[config.mk]
export PLATFORM = sky130hd
export DESIGN_NAME = wdt_multi_ch
export DESIGN_NICKNAME = d
export VERILOG_FILES = /design/src/rtl/wdt_multi_ch.sv
export SDC_FILE = /design/constraint.sdc
export NUM_CORES = 1
export LEC_CHECK = 0
export CORE_ASPECT_RATIO = 0.6
export CORE_MARGIN = 2
export CORE_UTILIZATION = 40
export CTS_CLUSTER_DIAMETER = 150
export DETAILED_ROUTE_END_ITERATION = 6
export PLACE_DENSITY = 0.65
export SKIP_LAST_GASP = 1
export SLEW_MARGIN = 10
export SYNTH_ARGS = -nofsm -noshare
export SYNTH_HDL_FRONTEND = slang
export SYNTH_SLANG_ARGS = --single-unit
[constraint.sdc]
create_clock -name clk -period 10.4 [get_ports clk]
set_input_delay 2.6 -clock clk [delete_from_list [all_inputs] [get_ports clk]]
set_output_delay 2.6 -clock clk [all_outputs]
set_load 0.02 [all_outputs]
[src/rtl/wdt_multi_ch.sv]
// Multi-channel watchdog timer: per-channel up-counter, timeout, kick, lock and
// sticky interrupt, a shared count-tick prescaler and a single-cycle register port.
module wdt_multi_ch #(
   parameter int  NUM_CH   = 2,
   parameter int  CNT_W    = 32,
   parameter int  PRESCALE = 1,
   localparam int ADDR_W   = $clog2(NUM_CH) + 2
) (
   input  logic              clk,
   input  logic              rst,
   input  logic              wen,
   input  logic              ren,
   input  logic [ADDR_W-1:0] addr,
   input  logic [31:0]       wdata,
   output logic [31:0]       rdata,
   output logic              rvalid,
   output logic [NUM_CH-1:0] wto_irq,
   output logic              wto_any
);

   localparam int PS_W = (PRESCALE > 1) ? $clog2(PRESCALE) : 1;

   typedef enum logic [1:0] {
      OFF_CTRL    = 2'd0,
      OFF_TIMEOUT = 2'd1,
      OFF_KICK    = 2'd2,
      OFF_STATUS  = 2'd3
   } reg_off_e;

   logic [PS_W-1:0]   presc_q, presc_d;
   logic              tick;
   logic [NUM_CH-1:0] en_q, en_d;
   logic [NUM_CH-1:0] lock_q, lock_d;
   logic [NUM_CH-1:0] irq_q, irq_d;
   logic [CNT_W-1:0]  timeout_q [NUM_CH];
   logic [CNT_W-1:0]  timeout_d [NUM_CH];
   logic [CNT_W-1:0]  cnt_q [NUM_CH];
   logic [CNT_W-1:0]  cnt_d [NUM_CH];
   logic [NUM_CH-1:0] running, expire, wr_sel;
   logic [31:0]       rdata_q, rdata_d;
   logic              rvalid_q, rvalid_d;
   logic              wto_any_q, wto_any_d;
   logic              ch_ok;
   int                ch_sel;
   reg_off_e          off;

   // Address decode, prescaler tick and per-channel status terms.
   always_comb begin
      ch_sel  = int'(addr >> 2);
      ch_ok   = (ch_sel < NUM_CH);
      off     = reg_off_e'(addr[1:0]);
      tick    = (presc_q == PS_W'(PRESCALE - 1));
      presc_d = tick ? '0 : presc_q + 1'b1;
      for (int i = 0; i < NUM_CH; i++) begin
         wr_sel[i]  = wen && ch_ok && (ch_sel == i);
         running[i] = en_q[i] && (timeout_q[i] != '0);
         expire[i]  = tick && running[i] && (cnt_q[i] >= timeout_q[i] - 1'b1);
      end
   end

   // Channel state: counting first, then a register write overrides it.
   always_comb begin
      // NOTE: every output of this block gets its hold value first, so no path leaves it unassigned and no latch is inferred.
      en_d   = en_q;
      lock_d = lock_q;
      irq_d  = irq_q;
      for (int i = 0; i < NUM_CH; i++) begin
         timeout_d[i] = timeout_q[i];
         cnt_d[i]     = cnt_q[i];
         if (tick && running[i]) begin
            cnt_d[i] = expire[i] ? '0 : cnt_q[i] + 1'b1;
         end
         if (expire[i]) begin
            irq_d[i] = 1'b1;
         end
         if (wr_sel[i]) begin
            unique case (off)
               OFF_CTRL: begin
                  lock_d[i] = lock_q[i] | wdata[1];
                  if (!lock_q[i]) begin
                     en_d[i]  = wdata[0];
                     cnt_d[i] = (wdata[0] && en_q[i]) ? cnt_q[i] : '0;
                     irq_d[i] = irq_q[i];
                  end
               end
               OFF_TIMEOUT: begin
                  if (!lock_q[i]) begin
                     timeout_d[i] = wdata[CNT_W-1:0];
                     cnt_d[i]     = '0;
                     irq_d[i]     = irq_q[i];
                  end
               end
               OFF_KICK: begin
                  cnt_d[i] = '0;
                  irq_d[i] = irq_q[i];
               end
               OFF_STATUS: begin
                  // A same-edge expiry keeps the interrupt set.
                  if (wdata[0] && !expire[i]) begin
                     irq_d[i] = 1'b0;
                  end
               end
            endcase
         end
      end
   end

   // Read port returns pre-write state; rdata holds between reads.
   always_comb begin
      rdata_d   = rdata_q;
      rvalid_d  = ren;
      wto_any_d = |irq_q;
      if (ren) begin
         rdata_d = '0;
         for (int i = 0; i < NUM_CH; i++) begin
            if (ch_ok && (ch_sel == i)) begin
               unique case (off)
                  OFF_CTRL:    rdata_d = {30'd0, lock_q[i], en_q[i]};
                  OFF_TIMEOUT: rdata_d = 32'(timeout_q[i]);
                  OFF_KICK:    rdata_d = 32'(cnt_q[i]);
                  OFF_STATUS:  rdata_d = {30'd0, running[i], irq_q[i]};
               endcase
            end
         end
      end
   end

   // NOTE: state registers use non-blocking assignments so every flop samples the pre-edge values.
   always_ff @(posedge clk or negedge rst) begin
      if (!rst) begin
         presc_q   <= '0;
         en_q      <= '0;
         lock_q    <= '0;
         irq_q     <= '0;
         rdata_q   <= '0;
         rvalid_q  <= 1'b0;
         wto_any_q <= 1'b0;
         // NOTE: the per-channel arrays are plain flop banks, not RAM, so each entry is reset explicitly.
         for (int i = 0; i < NUM_CH; i++) begin
            timeout_q[i] <= '0;
            cnt_q[i]     <= '0;
         end
      end else begin
         presc_q   <= presc_d;
         en_q      <= en_d;
         lock_q    <= lock_d;
         irq_q     <= irq_d;
         rdata_q   <= rdata_d;
         rvalid_q  <= rvalid_d;
         wto_any_q <= wto_any_d;
         for (int i = 0; i < NUM_CH; i++) begin
            timeout_q[i] <= timeout_d[i];
            cnt_q[i]     <= cnt_d[i];
         end
      end
   end

   assign rdata   = rdata_q;
   assign rvalid  = rvalid_q;
   assign wto_irq = irq_q;
   assign wto_any = wto_any_q;

endmodule

==> metrics.yaml <==
status: "completed"
final_common_cell: "dfrtp_1"
intPower_mw: 1.49
leakage_nw: 5.21
synthCells: 1169
avgSynthCellArea_sq_um: 9.51
antenna_found_initial: 0
post-cts-setup-buffer-count: 0
min_path_cells: 1
nNetsFinal: 1312
syn_nets: 1276
grt_first_pass_wirelength_mm: 51.1
grtUsageTotal_pct: 22.6
async_flop_share_pct: 100
cts_sinks: 168
placed_area_sq_um: 12200
cts_tree: "done"
clockPowerShare_pct: 28.7
clk_pin_slew_ns: 0.07
critPathMaxStageDelay_ns: 0.58
antenna_cells: 0
portBuffers: 74
p_seq_share_pct: 42.5
worstMarginPinSlew_ns: 1.19
cts_root_buffer: "clkbuf_16"
synth_edf_count: 0
yosys-top-cells-area: "dfrtp_1, mux2_2, ha_1, a221oi_1, nand2_1"
layout-drive-gt1-share_pct: 14.0
hp-class: "reg2reg"
insertion_delay_ns: 0.46
start_util_pct: 40.5
rsz0062_at_grt: "false"
firstDrtPassIters: 6
die_area_sq_um: 29200
place.gp.congestion: 0.846
drv_cap: 0
hold_path_end: "rdata[26]$_DFFE_PN0P_"
crit_type: "reg2reg"
cp_slowest_cell: "or4_1"
power_frac_comb_pct: 28.8
cp_max_fo: 41
switching_share_pct: 35.9
end_kind: "flip-flop"
required_ns: 10.73
ys_seq_elements: 168
hold_buffers: 0
die_h_um: 133
period_share_pct: 54.0
hold_ws_ns: 0.506
dp_cells: 1553
grt_max_degree: 102
max-slew-margin-rel_pct: 20.8
drc: 0
critPathArrivalTime_ns: 5.95
synth_ff_type: "dfrtp_1"
synth_top_area_share_pct: 37.8
htree_levels: 4
final.setup_skew_ns: 0.0115
synthDistinctLibCells: 71
setup_tns_ns: 0
synth_largest_area_cell: "dfrtp_1"
r2r-end: "cnt_q[58]$_DFFE_PN0P_"
routedWlPerCell_um: 20.4
die_w_um: 219
core_area_sq_um: 27500
min_from: "rdata[26]$_DFFE_PN0P_"
wl_mm: 32.4
r2r_slack_ns: 4.78
switchingPower_mw: 0.837
post_cts_resized: 0
cts.path.max_buffers: 2
numCtsBuffers: 17
total_power_mw: 2.33
ant_nets: 0
drv_slew: 0
rows: 47
cp_cell_sequence: "or4_1 > or3_4 > or4_4 > or4_4 > or3_4 > nor3_2 > xnor2_1 > ha_1 > nand4_1 > nor4_1 > o311ai_1 > a21oi_1 > nor3_2 > buf_4 > and3_1 > a221o_1"
synth-seq-area-share_pct: 37.8
vias_per_cell: 6.13
vias: 9719
max_freq_mhz: 178
layout_common_cells: "dfrtp_1, nand2_1, mux2_2, nor2_1, clkdlybuf4s50_1"
setup_viol: 0
reg2reg_depth: 16
final_cells: 1585
finalHoldViolations: 0
syn2layout_area_growth_pct: 15.0
timing.rr.start: "timeout_q[35]$_DFFE_PN0P_"
fin_area_sq_um: 12800
ios: 75
yosysWarnings: 0
drtIter0Drc: 944
syn_area_sq_um: 11100
overflow: 0
grt_pass1_vias: 8856
hpwl_mm: 23.4
peakVddDrop_mv: 0.117
startpoint_type: "flip-flop"
period_needed_ns: 5.62
pwr_density_cell_nw_per_um2: 182
[metrics by stage]
step                      setup WS, ns  util (%)
after detailed placement          4.61      44.3
after global placement            4.71      44.3
after CTS                         4.82      46.5
after global routing              4.52      46.5
after floorplan                   5.63         -
final                             4.78      46.5
[how the worst max path moves through the flow]
| stage | from | endpoint | slack (ns) | cells past startpoint |
|---|---|---|---|---|
| 3_3_place_gp | addr[0] | timeout_q[61]$_DFFE_PN0P_ | 4.71 | 5 |
| 5_1_grt | timeout_q[35]$_DFFE_PN0P_ | cnt_q[60]$_DFFE_PN0P_ | 4.52 | 16 |
| 3_5_place_dp | addr[0] | timeout_q[37]$_DFFE_PN0P_ | 4.61 | 5 |
| 6_report | timeout_q[35]$_DFFE_PN0P_ | cnt_q[58]$_DFFE_PN0P_ | 4.78 | 16 |
| 2_1_floorplan | timeout_q[35]$_DFFE_PN0P_ | cnt_q[53]$_DFFE_PN0P_ | 5.63 | 16 |
| 4_1_cts | timeout_q[35]$_DFFE_PN0P_ | cnt_q[58]$_DFFE_PN0P_ | 4.82 | 16 |
[layer usage]
metal	global-route usage, %	wire length, um	vias to the layer above
met5	0	0	-
met4	4.17	315	0
met3	6.10	2580	18
met2	32.4	13900	335
met1	34.2	15600	4845
li1	-	-	4521
[state kept, by name, indices dropped and copies added, names as in the netlist]
signal / count
wto_any: 1
timeout_q: 64
wto_irq: 2
rvalid: 1
en_q: 2
cnt_q: 64
lock_q: 2
rdata: 32
[cell families after synthesis]
logic type	share of synthesized area, %
simple gates	20.7
compound gates	15.2
flops	37.8
mux	10.9
buf+inv	3.19
fa+ha+maj	7.66
xor+xnor	4.57
[worst max-delay path, delay by kind of cell, from the launching register on]
kind	cells	cell delay [ns]
adders and majority gates	1	0.30
xor gates and xnor gates	1	0.09
and+or+nand+nor	10	3.60
AOI/OAI and AO/OA	3	0.74
buffers and inverters	1	0.29
DFF	1	0.44
[power by group through the flow]
stage          logic, mW  registers (mW)  clock network (mW)
2_1_floorplan      0.462           0.949                   0
6_report           0.670           0.991               0.669
3_5_place_dp       0.661           0.994                   0
4_1_cts            0.667           0.983               0.681
3_3_place_gp       0.645           0.987                   0
5_1_grt            0.742            1.01               0.714
[layout make-up]
class,count,area [sq um]
Timing Repair Buffer,86,827
Multi-Input combinational cell,909,6600
Inverter,23,86.3
Clock buffer,18,429
Tap cell,367,459
Fill cell,2585,14700
Sequential cell,168,4200
Clock inverter,14,173
[Yosys cell counts, types with 7 or more instances]
| master | n |
|---|---|
| nand4_1 | 32 |
| o21ai_0 | 29 |
| or3_1 | 13 |
| a21oi_1 | 39 |
| o311ai_1 | 8 |
| dfrtp_1 | 168 |
| nand3_1 | 63 |
| inv_1 | 22 |
| o211ai_1 | 14 |
| or4_1 | 9 |
| o31a_1 | 7 |
| clkbuf_1 | 56 |
| nor4_1 | 26 |
| mux2_2 | 93 |
| buf_2 | 7 |
| mux2i_1 | 12 |
| xnor2_1 | 37 |
| nand2b_1 | 7 |
| a221oi_1 | 61 |
| a31oi_1 | 19 |
| nor3_1 | 30 |
| a221o_1 | 9 |
| and3_1 | 20 |
| ha_1 | 68 |
| nand2_1 | 115 |
| nor2_1 | 88 |
| xor2_1 | 21 |
No activity file was read; power rests on OpenSTA's default activity.
